### src/rtl/kgp_risc_pkg.sv
// kgp_risc_pkg: shared core widths and register-address type.
// Imported by the register file, operand fetch and execute stages.
package kgp_risc_pkg;

  localparam int DATA_W = 32;
  localparam int ADDR_W = 5;
  localparam int CTRL_W = 16;
  localparam int NREGS  = 2 ** ADDR_W;

  typedef logic [ADDR_W-1:0] reg_addr_t;

endpackage

### src/rtl/operand_fetch_stage_reg_scoreboard.sv
// reg_scoreboard: one busy bit per register, marking a pending writeback.
// Two source checks plus a destination (WAW) check, all combinational.
module reg_scoreboard
  import kgp_risc_pkg::*;
#(
  parameter int AW = ADDR_W
) (
  input  logic          clk,
  input  logic          rst,
  input  logic          setEn,
  input  logic [AW-1:0] setAddr,
  input  logic          clrEn,
  input  logic [AW-1:0] clrAddr,
  input  logic [AW-1:0] chkA,
  input  logic [AW-1:0] chkB,
  input  logic [AW-1:0] chkW,
  output logic          busyA,
  output logic          busyB,
  output logic          busyW
);

  logic [2**AW-1:0] busy;

  // Writeback clears first, issue sets last: a same-cycle set wins.
  always_ff @(posedge clk or posedge rst) begin
    if (rst) begin
      busy <= '0;
    end else begin
      if (clrEn) busy[clrAddr] <= 1'b0;
      if (setEn) busy[setAddr] <= 1'b1;
    end
  end

  assign busyA = busy[chkA];
  assign busyB = busy[chkB];
  assign busyW = busy[chkW];

endmodule

### src/rtl/operand_fetch_stage.sv
// operand_fetch_stage: decode->execute register read, hazard stall, output reg.
// OPFETCH_BYPASS_EN: forward a same-cycle writeback into a stalled read.
module operand_fetch_stage #(
  parameter int DATA_W = kgp_risc_pkg::DATA_W,
  parameter int ADDR_W = kgp_risc_pkg::ADDR_W,
  parameter int CTRL_W = kgp_risc_pkg::CTRL_W
) (
  input  logic              clk,
  input  logic              rst,
  input  logic              in_valid,
  output logic              in_ready,
  input  logic [ADDR_W-1:0] in_rs,
  input  logic [ADDR_W-1:0] in_rt,
  input  logic [ADDR_W-1:0] in_rd,
  input  logic              in_rd_we,
  input  logic [DATA_W-1:0] in_imm,
  input  logic [CTRL_W-1:0] in_ctrl,
  output logic [ADDR_W-1:0] rf_raddr1,
  output logic [ADDR_W-1:0] rf_raddr2,
  input  logic [DATA_W-1:0] rf_rdata1,
  input  logic [DATA_W-1:0] rf_rdata2,
  input  logic              wb_we,
  input  logic [ADDR_W-1:0] wb_addr,
  input  logic [DATA_W-1:0] wb_data,
  output logic              out_valid,
  input  logic              out_ready,
  output logic [DATA_W-1:0] out_op_a,
  output logic [DATA_W-1:0] out_op_b,
  output logic [DATA_W-1:0] out_imm,
  output logic [CTRL_W-1:0] out_ctrl,
  output logic [ADDR_W-1:0] out_rd,
  output logic              out_rd_we
);

  logic              busyA;
  logic              busyB;
  logic              busyW;
  logic              hitA;
  logic              hitB;
  logic              hazard;
  logic              accept;
  logic [DATA_W-1:0] opA;
  logic [DATA_W-1:0] opB;

  assign rf_raddr1 = in_rs;
  assign rf_raddr2 = in_rt;

  reg_scoreboard #(
    .AW(ADDR_W)
  ) uSb (
    .clk    (clk),
    .rst    (rst),
    .setEn  (accept & in_rd_we),
    .setAddr(in_rd),
    .clrEn  (wb_we),
    .clrAddr(wb_addr),
    .chkA   (in_rs),
    .chkB   (in_rt),
    .chkW   (in_rd),
    .busyA  (busyA),
    .busyB  (busyB),
    .busyW  (busyW)
  );

`ifdef OPFETCH_BYPASS_EN
  assign hitA = wb_we & (wb_addr == in_rs);
  assign hitB = wb_we & (wb_addr == in_rt);
`else
  assign hitA = 1'b0;
  assign hitB = 1'b0;
`endif

  // A busy source is unblocked only by a forwarded writeback;
  // WAW always waits for the clear to land.
  assign hazard = in_valid &
                  ((busyA & ~hitA) |
                   (busyB & ~hitB) |
                   (in_rd_we & busyW));

  assign in_ready = ~hazard & (~out_valid | out_ready);
  assign accept   = in_valid & in_ready;

  assign opA = hitA ? wb_data : rf_rdata1;
  assign opB = hitB ? wb_data : rf_rdata2;

  // Output register: load on accept, drop valid when drained.
  always_ff @(posedge clk or posedge rst) begin
    if (rst) begin
      out_valid <= 1'b0;
      out_op_a  <= '0;
      out_op_b  <= '0;
      out_imm   <= '0;
      out_ctrl  <= '0;
      out_rd    <= '0;
      out_rd_we <= 1'b0;
    end else if (accept) begin
      out_valid <= 1'b1;
      out_op_a  <= opA;
      out_op_b  <= opB;
      out_imm   <= in_imm;
      out_ctrl  <= in_ctrl;
      out_rd    <= in_rd;
      out_rd_we <= in_rd_we;
    end else if (out_ready) begin
      out_valid <= 1'b0;
    end
  end

endmodule

### config.mk
export PLATFORM = sky130hd
export DESIGN_NAME = operand_fetch_stage
export DESIGN_NICKNAME = d
export VERILOG_FILES = /design/src/rtl/kgp_risc_pkg.sv /design/src/rtl/operand_fetch_stage_reg_scoreboard.sv /design/src/rtl/operand_fetch_stage.sv
export SDC_FILE = /design/constraint.sdc
export NUM_CORES = 1
export LEC_CHECK = 0
export BUFFER_PORTS_ARGS = -buffer_cell sky130_fd_sc_hd__buf_2
export CORE_MARGIN = 2
export CORE_UTILIZATION = 52
export CTS_CLUSTER_DIAMETER = 100
export DETAILED_ROUTE_END_ITERATION = 12
export PLACE_DENSITY = 0.89
export SKIP_CTS_REPAIR_TIMING = 1
export SYNTH_ARGS = -nofsm -noshare
export SYNTH_HDL_FRONTEND = slang
export SYNTH_SLANG_ARGS = --single-unit
export TNS_END_PERCENT = 30
### constraint.sdc
create_clock -name clk -period 9.3 [get_ports clk]
set_input_delay 2.325 -clock clk [delete_from_list [all_inputs] [get_ports clk]]
set_output_delay 2.325 -clock clk [all_outputs]
set_load 0.005 [all_outputs]
Word-level counts from Yosys, hierarchy flattened:

Cells that the tools add are included.

* bits in registers: 151
* bits of input ports: 170
* output and inout bits: 130
* logic and storage cells: 44

* magnitude comparators: 6
* muxes and demuxes: 14
* bitwise gates (word level): 13
* reduce and logical (&&, ||, !) cells: 3

Operators by type and width (count)
* $mux W32: 2
* $and A32 B32 Y32: 1
* $not A32 Y32: 1
* $or A32 B32 Y32: 1
* $lt A5 B6 Y1 const B: 4
* $bmux W1 S5: 3
* $demux W1 S5: 2
* $ge A5 B1 Y1 const B: 2
* $mux W1: 7
* $and A1 B1 Y1: 5
* $or A1 B1 Y1: 3
* $logic_and A1 B1 Y1: 2
* $not A1 Y1: 2
* $reduce_bool A2 Y1: 1

Depth between registers and ports, before layout:

Gate-level depths: netlist of run 1.

* word-level depth: 10
* depth in mapped cells: 12
* depth with buffers taken out: 7

By module:

Synthesis of run 1 repeated with hierarchy kept, for this count alone.

* cell total of the unflattened synthesis: 520
* area total of the unflattened synthesis: 7263.2 um^2

By module, submodules not included
* operand_fetch_stage: times used 1, cells an instance 270, area each 4981.0 um^2, seq. area each 2977.9 um^2
* reg_scoreboard: times used 1, cells an instance 250, area each 2282.2 um^2, seq. area each 800.8 um^2

Least setup slack after synthesis of run 1:

Ideal clock, no wire load.

* path kind: input port to output port
* start: input port in_rd[0]
* end: output port in_ready
* arrival: 3.959 ns
* data required time: 6.975 ns
* path slack: 3.016 ns
* stages on the path: 8
* buffers on the path: 1
* cells stage by stage: buf_6 mux4_2 o2bb2ai_1 a2111oi_1 o32ai_1 nand2_2 nand2_1 a21boi_0

* word-level cells in the longest chain between the ends: 7

Ends and longest elaborated chain
* start: declaration: RTL line operand_fetch_stage.sv:14 `input logic [ADDR_W-1:0] in_rd,`
* $bmux W1 S5: RTL line operand_fetch_stage_reg_scoreboard.sv:36 `assign busyW = busy[chkW];`
* $mux W1 (not written as such): RTL line operand_fetch_stage_reg_scoreboard.sv:36
* $and A1 B1 Y1: RTL line operand_fetch_stage.sv:78 `(in_rd_we & busyW));`
* $or A1 B1 Y1: RTL line operand_fetch_stage.sv:77 `(busyB & ~hitB) |`
* $and A1 B1 Y1: RTL line operand_fetch_stage.sv:75 `assign hazard = in_valid &`
* $not A1 Y1: RTL line operand_fetch_stage.sv:80 `assign in_ready = ~hazard & (~out_valid | out_ready);`
* $and A1 B1 Y1: RTL line operand_fetch_stage.sv:80
* end: declaration: RTL line operand_fetch_stage.sv:11 `output logic in_ready,`

Every way passes these cells. The select of a mux whose other input is x is not followed.

Worst setup path in the final report of run 1:

* start: input port in_rt[2]
* end: output port in_ready

* word-level cells in the longest chain between the ends: 7

Ends and longest elaborated chain
* start: declaration: RTL line operand_fetch_stage.sv:13 `input logic [ADDR_W-1:0] in_rt,`
* $bmux W1 S5: RTL line operand_fetch_stage_reg_scoreboard.sv:35 `assign busyB = busy[chkB];`
* $mux W1 (not written as such): RTL line operand_fetch_stage_reg_scoreboard.sv:35
* $or A1 B1 Y1: RTL line operand_fetch_stage.sv:76 `((busyA & ~hitA) |`
* $or A1 B1 Y1: RTL line operand_fetch_stage.sv:77
* $and A1 B1 Y1: RTL line operand_fetch_stage.sv:75
* $not A1 Y1: RTL line operand_fetch_stage.sv:80
* $and A1 B1 Y1: RTL line operand_fetch_stage.sv:80

Every way passes these cells. The select of a mux whose other input is x is not followed.

==> results of run 1 <==
==> worst register-to-register path: cells and delay by family, from the launching register on <==
kind / cells / cell delay, ns
DFF: 1 / 0.40
muxes: 1 / 0.45
and+or+nand+nor: 3 / 1.87
AOI/OAI and AO/OA: 2 / 0.54
buffers and inverters: 1 / 0.69
==> cell usage in the layout (no fill, tap or decap), types with 5 or more instances in the layout <==
cell	count
nand3_1	16
a22oi_1	8
nor2b_1	5
dfrtp_1	151
nand2_1	22
nand3b_1	8
o21ai_0	67
mux2i_1	39
mux2_2	87
clkbuf_16	17
mux2_4	30
bufinv_16	5
buf_2	267
nor2_1	10
==> metal layers <==
layer / routed length [µm] / GRT usage [%]
met1: 7360 / 32.80
met2: 9635 / 44.50
met3: 1688 / 8.080
met4: 364 / 8.235
met5: 0 / 0
==> cell usage after synthesis (all sizes together) (2+ instances only) <==
cell	instances	area share (%)
or3	2	0.18
buf	31	4.0
nand3b	8	0.86
and2	2	0.18
a22oi	8	0.86
mux4	4	1.3
mux2i	39	5.6
inv	4	0.22
o22ai	2	0.18
nand4	3	0.27
a2111oi	2	0.27
nand2	23	1.3
mux2	117	21
clkbuf	3	0.16
a31oi	2	0.18
nor2b	5	0.45
nand3	16	1.2
nor2	10	0.54
a211oi	2	0.22
or3b	2	0.25
a21oi	3	0.22
nand2b	3	0.27
dfrtp	151	54
nand4b	2	0.25
o21ai	67	4.8
==> report_power, final <==
group,internal [mW],switching [mW]
registers,0.853,0.122
clock network,0.496,0.280
logic,0.343,0.256
==> layout make-up <==
type                    instances  share of cell area [%]
clock inverters                12                   2.384
clock buffers                  20                   5.119
inverters                       4                  0.2244
repair buffers                269                   15.15
well taps                     176                   2.468
flip-flops and latches        151                   42.36
diodes                          2                 0.05610
multi-input cells             334                   32.24
==> state kept, by name, summed over array words and instances (netlist names) <==
signal	flops
uSb.busy	32
out_imm	32
out_op_b	32
out_ctrl	16
out_op_a	32
out_valid	1
out_rd	5
out_rd_we	1
==> worst paths after layout <==
kind / slack (ns) / cells after the start / to
worst max register to register: 5.23 / 7 / out_imm[2]
worst min-delay path: 0.50 / 1 / out_ctrl[7]
min in group asynchronous: 1.98 / 2 / out_op_b[4]
worst min register to register: 0.50 / 1 / out_ctrl[7]
max in group asynchronous: 5.82 / 3 / out_op_b[7]
worst max-delay path: 2.40 / 9 / in_ready
==> cells by family (layout without fill, tap and decap cells) <==
group                  Yosys count  after routing  share of synthesized area (%)
and+or+nand+nor                 82             82                          6.349
DFF                            151            151                          54.32
AOI/OAI and AO/OA               92             92                          7.464
other                            0              2                              0
buffers and inverters           38            305                          4.406
muxes                          160            160                          27.46
==> per-stage QoR <==
step	utilization, %	hold WS (ns)
floorplan	-	0.5052
global placement	62.77	0.4845
detailed placement	62.77	0.4895
CTS	67.87	0.5042
global route	67.90	0.5176
finish	67.90	0.5044
==> impl_metrics.toml, run 1 <==
[worst_setup_path]
startpoint_type = "primary input"
crit_required_ns = 6.98
path_cells = "buf_2 -> mux2i_1 -> a22oi_1 -> nand2_1 -> o22ai_1 -> nor4_2 -> nand2_1 -> a21boi_0 -> buf_2"
r2r_start = "uSb.busy[16]"
arrival_ns = 4.57
critPathTopFamily = "simple AND/OR/NAND/NOR gates"
end_kind = "output pin"
crit_path_start = "in_rt[2]"
cpPeakStageDelay_ns = 0.80
path_buf_inv = 2
worst-setup-path-type = "in -> out"
path_max_fanout = 17
crit_slowest_cell = "nor4_2"

[sta]
relSlewSlack_pct = 28.28
worst_pin_slew_ns = 1.076
finalSetupViolations = 0
period_needed_ns = 6.897
hold_viol_final = 0
skew_ns = 0.008442
finalSetupTns_ns = 0
rsz0062_at_grt = "false"
finalWorstSetupSlack_ns = 2.403
fmax_mhz = 145.0
fin_crit_sh_pct = 74.17
slew_violations = 0

[grt]
overflow = 0
grt_first_pass_wirelength_um = 29030
grt_pass1_vias = 5556
grtUsageTotal_pct = 26.43
antenna_found_initial = 2
grt_max_degree = 81

[cts]
cts_tree = "built"
cts_sinks = 151
numCtsBuffers = 17
ctsRootBufferMaster = "clkbuf_16"
clk_pin_slew_ns = 0.06
clk_latency_ns = 0.42
htreeDepth = 4
clockBufferDepth = 2

[die]
core-area_um2 = 13140
ios = 300
die_w_um = 119.7
die_h_um = 119.7
row_count = 42
initial_core_util_pct = 52.95
die_area_um2 = 14320

[flow_run]
cap_violations = 0

[pwr]
p_leak_nw = 4.283
power_density_nw_per_um2 = 263.6
ir_drop_mv = 0.1915
p_total_mw = 2.352

[detailed_routing]
viasPerCell = 5.614
drt_iter0_markers = 325
detail_route.wl_per_cell_um = 19.68
first_pass_iters = 5
detail-route-antenna-nets = 0
drc = 0
finalWirelength_um = 19050
via_count = 5434

[final_layout]
finalInstanceArea_um2 = 8921
instances_no_fill = 968
syn_to_final_growth_pct = 28.24
register_area_um2 = 3779
multiInputGateArea_um2 = 2877
layout-drive-gt1-share_pct = 54.18
n_fill_cell = 973
nNetsFinal = 947

[yosys]
ys_async_sr_fraction_pct = 100.0
syn_inst = 523
ys_warn_count = 0
ys_types = 46
synth_nets = 693
synth_edf_count = 0
synth-seq-area-share_pct = 54.32
ys.flop_type = "dfrtp_1"
ys_seq_elements = 151
syn_area_um2 = 6957
syn_area_per_cell_um2 = 13.30

[placed_design]
portBuffers = 267
place_area_um2 = 8247
routabilityCongestion = 0.9516
dp.final_hpwl_um = 13800
place_ws_ns = 2.436
place_inst = 934

[worst_hold_path]
hold_start = "out_ctrl[7]"
hold_path_class = "reg -> reg"

[run_status]
status = "finished clean"
Power figures use the tool's default switching activity.
==> run 2: changes to the inputs <==
CORE_UTILIZATION = 43   (was 52)
PLACE_DENSITY = 0.79   (was 0.89)
clock period = 6.02 ns   (was 9.3 ns; I/O delays follow)
==> run 2 against run 1 <==
Net effect: routed wire length fell by 2.5%; via count fell by 3.5%; die area rose by 20%; power rose by 46%; clock power rose by 34%; critical endpoint unchanged; largest power group unchanged.
==> impl_metrics.toml, run 2 (same netlist as run 1, synthesis figures left out) <==
[grt]
antenna_found_initial = 4
overflow = 0
grt_first_pass_wirelength_um = 29590
grt_use_met1_pct = 25.63
grt-busiest-layer = "met2"
grt_max_degree = 110
grtUsageTotal_pct = 21.72
grt_use_met3_pct = 8.526
gr-usage-met2_pct = 36.02
grt_pass1_vias = 5655

[cts]
cts_sinks = 151
clockBufferDepth = 2
clk_pin_slew_ns = 0.06
htreeDepth = 4
clk_latency_ns = 0.42
cts_tree = "built"
ctsRootBufferMaster = "clkbuf_16"
numCtsBuffers = 17

[worst_setup_path]
arrival_ns = 3.57
cpPeakStageDelay_ns = 0.53
path_cells = "buf_2 -> mux4_2 -> nor3b_1 -> a2111oi_1 -> o32ai_1 -> nand2_2 -> nand2_1 -> a21boi_0 -> buf_2"
end_kind = "output pin"
crit_slowest_cell = "mux4_2"
crit_top_cell = "buf_2"
crit_required_ns = 4.51
worst-setup-path-type = "in -> out"
startpoint_type = "primary input"
path_max_fanout = 15

[die]
core-area_um2 = 15830
ios = 300
die_w_um = 131.2
initial_core_util_pct = 43.95
die_h_um = 131.2
die_area_um2 = 17210
row_count = 46

[sta]
hold_viol_final = 0
finalWorstSetupSlack_ns = 0.9493
fmax_mhz = 197.2
slew_violations = 0
worst_pin_slew_ns = 0.9746
skew_ns = 0.01601
fin_crit_sh_pct = 84.23
rsz0062_at_grt = "false"
period_needed_ns = 5.071
relSlewSlack_pct = 35.03
finalSetupViolations = 0
finalSetupTns_ns = 0

[flow_run]
cap_violations = 0

[pwr]
ir_drop_mv = 0.2437
p_leak_nw = 4.249
power_density_nw_per_um2 = 386.6

[run_status]
status = "finished clean"

[placed_design]
portBuffers = 267
place_ws_ns = 0.9821
routabilityCongestion = 0.9220
dp.final_hpwl_um = 13770
place_area_um2 = 8324

[detailed_routing]
detail-route-antenna-nets = 0
detail_route.wl_per_cell_um = 18.37
drt_iter0_markers = 302
via_count = 5246
first_pass_iters = 5
drc = 0
finalWirelength_um = 18570
viasPerCell = 5.189

[final_layout]
mostFrequentLayoutCell = "buf_2"
syn_to_final_growth_pct = 28.02
n_fill_cell = 1362
finalInstanceArea_um2 = 8906
postLayoutCoreUtil_pct = 56.27
layout-drive-gt1-share_pct = 54.11
mostFrequentLayoutCells = "buf_2 (267), dfrtp_1 (151), mux2_2 (87), o21ai_0 (67), mux2i_1 (39)"
nNetsFinal = 949

[worst_hold_path]
hold_path_class = "reg -> reg"
run 2: final cells by class:
type	count	area, µm²	area share (%)
flip-flops and latches	151	3779	42.43
multi-input cells	334	2877	32.30
repair buffers	271	1379	15.48
clock buffers	20	446.7	5.015
well taps	216	270.3	3.035
clock inverters	11	125.1	1.405
inverters	4	20.02	0.2248
diodes	4	10.01	0.1124
run 2: per-stage QoR:
step	hold WS, ns	total power, mW	cells
floorplan	0.5052	1.981	523
global placement	0.4852	2.392	976
detailed placement	0.4887	2.430	976
CTS	0.5028	3.482	1007
global route	0.5117	3.636	1011
finish	0.4983	3.443	1011
run 2: worst max-delay path: cells and delay by family:
family / cells / cell delay, ns
compound gates: 3 / 0.74
mux: 1 / 0.53
buf+inv: 2 / 0.40
simple gates: 3 / 0.38
run 2: report_power, final:
group	switching [mW]	internal (mW)	total, mW
Sequential	0.172	1.32	1.49
Clock	0.418	0.621	1.04
Combinational	0.382	0.532	0.914
run 2: metal layers:
layer / part of all wire (%) / wire (µm) / up-vias
met5: 0 / 0 / -
met4: 2.4 / 447 / 0
met3: 9.7 / 1797 / 34
met2: 50 / 9203 / 243
met1: 38 / 7122 / 2559
li1: - / - / 2410
run 2: worst paths after layout:
| check | from | endpoint | slack [ns] | cells past startpoint |
|---|---|---|---|---|
| max | in_rd[4] | in_ready | 0.95 | 9 |
| min | out_imm[5] | out_imm[5] | 0.50 | 1 |
| max reg2reg | uSb.busy[20] | out_op_a[20] | 2.73 | 8 |
| min reg2reg | out_imm[5] | out_imm[5] | 0.50 | 1 |
| max in group asynchronous | rst | out_op_a[21] | 3.57 | 3 |
| min in group asynchronous | rst | out_op_a[31] | 1.30 | 2 |
==> run 3: changes to the inputs <==
CORE_UTILIZATION = 48   (was 43)
PLACE_DENSITY = 0.84   (was 0.79)
clock period = 5 ns   (was 6.02 ns; I/O delays follow)
==> run 3 against run 2 <==
Net effect: routed wire length is 2.6% higher; highest routed layer unchanged; first-iteration DRC count up 16%; critical endpoint unchanged; power up 22%; register-to-register slack worse by 0.63 ns; cell count down 3.7%.
==> impl_metrics.toml, run 3 (same netlist as run 1, synthesis figures left out) <==
[worst_setup_path]
startpoint_type = "primary input"
crit_slowest_cell = "mux4_2"
r2r.worst_path.cells = 8
end_kind = "output pin"
worst-setup-path-type = "in -> out"
cpPeakStageDelay_ns = 0.53
timing.rr.end = "out_imm[3]"
path_max_fanout = 15
r2r_start = "uSb.busy[23]"
arrival_ns = 3.31
crit_top_cell = "buf_2"
path_cells = "buf_2 -> mux4_2 -> nor3b_1 -> a2111oi_1 -> o32ai_1 -> nand2_2 -> nand2_1 -> a21boi_0 -> buf_2"
crit_required_ns = 3.75
path_buf_inv = 2
critPathTopFamily = "compound AO/OA/AOI/OAI gates"
regToRegSetupSlack_ns = 2.10

[final_layout]
mostFrequentLayoutCells = "buf_2 (267), dfrtp_1 (151), mux2_2 (87), o21ai_0 (67), mux2i_1 (39)"
syn_to_final_growth_pct = 27.88
postLayoutCoreUtil_pct = 63.35
layout-drive-gt1-share_pct = 54.10
n_fill_cell = 1082
mostFrequentLayoutCell = "buf_2"
nNetsFinal = 950

[detailed_routing]
drc = 0
via_count = 5380
detail_route.wl_per_cell_um = 19.57
first_pass_iters = 4
finalWirelength_um = 19060
detail-route-antenna-nets = 0
viasPerCell = 5.524
drt_iter0_markers = 349

[sta]
relSlewSlack_pct = 50.94
fin_crit_sh_pct = 91.17
skew_ns = 0.01075
finalSetupViolations = 0
hold_viol_final = 0
rsz0062_at_grt = "false"
slew_violations = 0
worst_pin_slew_ns = 0.7343
fmax_mhz = 219.4
finalSetupTns_ns = 0
period_needed_ns = 4.558
finalWorstSetupSlack_ns = 0.4415

[placed_design]
place_ws_ns = 0.4511
routabilityCongestion = 0.9095
dp.final_hpwl_um = 13620
portBuffers = 267

[pwr]
p_leak_nw = 4.258
power_density_nw_per_um2 = 471.8
ir_drop_mv = 0.3269

[die]
ios = 300
die_area_um2 = 15470
initial_core_util_pct = 49.54
die_w_um = 124.4
core-area_um2 = 14040
row_count = 43
die_h_um = 124.4

[grt]
grt_first_pass_wirelength_um = 30640
grtUsageTotal_pct = 25.22
grt_max_degree = 78
grt_pass1_vias = 5789
overflow = 0
antenna_found_initial = 1

[cts]
clk_pin_slew_ns = 0.06
numCtsBuffers = 17
cts_tree = "built"
ctsRootBufferMaster = "clkbuf_16"
htreeDepth = 4
clk_latency_ns = 0.42
cts_sinks = 151
clockBufferDepth = 2

[run_status]
status = "finished clean"

[worst_hold_path]
hold_start = "out_rd[0]"
hold_path_class = "reg -> reg"
hold_path_depth = 1
holdPathEnd = "out_rd[0]"

[flow_run]
cap_violations = 0
==> run 3: changes by cell type in the layout (fill, tap and decap cells not counted), sizes merged <==
cell | before | now
clkinv | 5 | 3
buf | 271 | 272
inv | 6 | 5
clkbuf | 20 | 22
diode | 4 | 1
clkinvlp | 2 | 4
==> run 3: layout make-up <==
cell class                 instances  area [µm²]  area share (%)
tap                              180       225.2           2.532
clock inverter                    10       118.9           1.336
multi-input combinational        334        2877           32.33
inverter                           4       18.77          0.2110
clock buffer                      22       464.2           5.218
timing repair buffer             272        1411           15.86
sequential                       151        3779           42.48
antenna                            1       2.502         0.02813
==> run 3: report_power, final <==
| group | total, mW | internal [mW] | leakage, nW | switching (mW) |
|---|---|---|---|---|
| Clock | 1.27 | 0.764 | 0.277 | 0.509 |
| Sequential | 1.81 | 1.59 | 1.84 | 0.221 |
| Combinational | 1.12 | 0.645 | 2.15 | 0.471 |
==> run 3: worst max-delay path by stage <==
stage               depth (start not counted)     start       end
floorplan                                   8  in_rd[0]  in_ready
global placement                            9  in_rd[4]  in_ready
detailed placement                          9  in_rd[4]  in_ready
CTS                                         9  in_rd[4]  in_ready
global route                                9  in_rd[4]  in_ready
finish                                      9  in_rd[4]  in_ready
==> run 3: metrics by stage <==
stage | power, mW | hold WS, ns | cells | instance area (µm²)
final | 4.197 | 0.5001 | 974 | 8896
after global routing | 4.415 | 0.5181 | 974 | 8896
after CTS | 4.230 | 0.5026 | 973 | 8894
after detailed placement | 2.932 | 0.4895 | 941 | 8310
after global placement | 2.871 | 0.4836 | 941 | 8310
after floorplan | 2.386 | 0.5052 | 523 | 6960
==> run 3: worst register-to-register path, cell delays in order, from the launching register on <==
cell and delay, ns:
dfrtp_1 0.42, mux4_2 0.47, o2bb2ai_1 0.14, a2111oi_1 0.40, o32ai_1 0.19, nand2_2 0.17
and3_4 0.24, buf_12 0.32, mux2_2 0.43
==> run 3: metal layers <==
layer | share of wire (%) | global-route usage, % | vias up | routed length [µm]
li1 | - | - | 2419 | -
met3 | 8.4 | 9.364 | 34 | 1596
met5 | 0 | 0 | - | 0
met1 | 38 | 29.87 | 2685 | 7332
met4 | 2.3 | 9.055 | 0 | 435
met2 | 51 | 42.17 | 242 | 9692
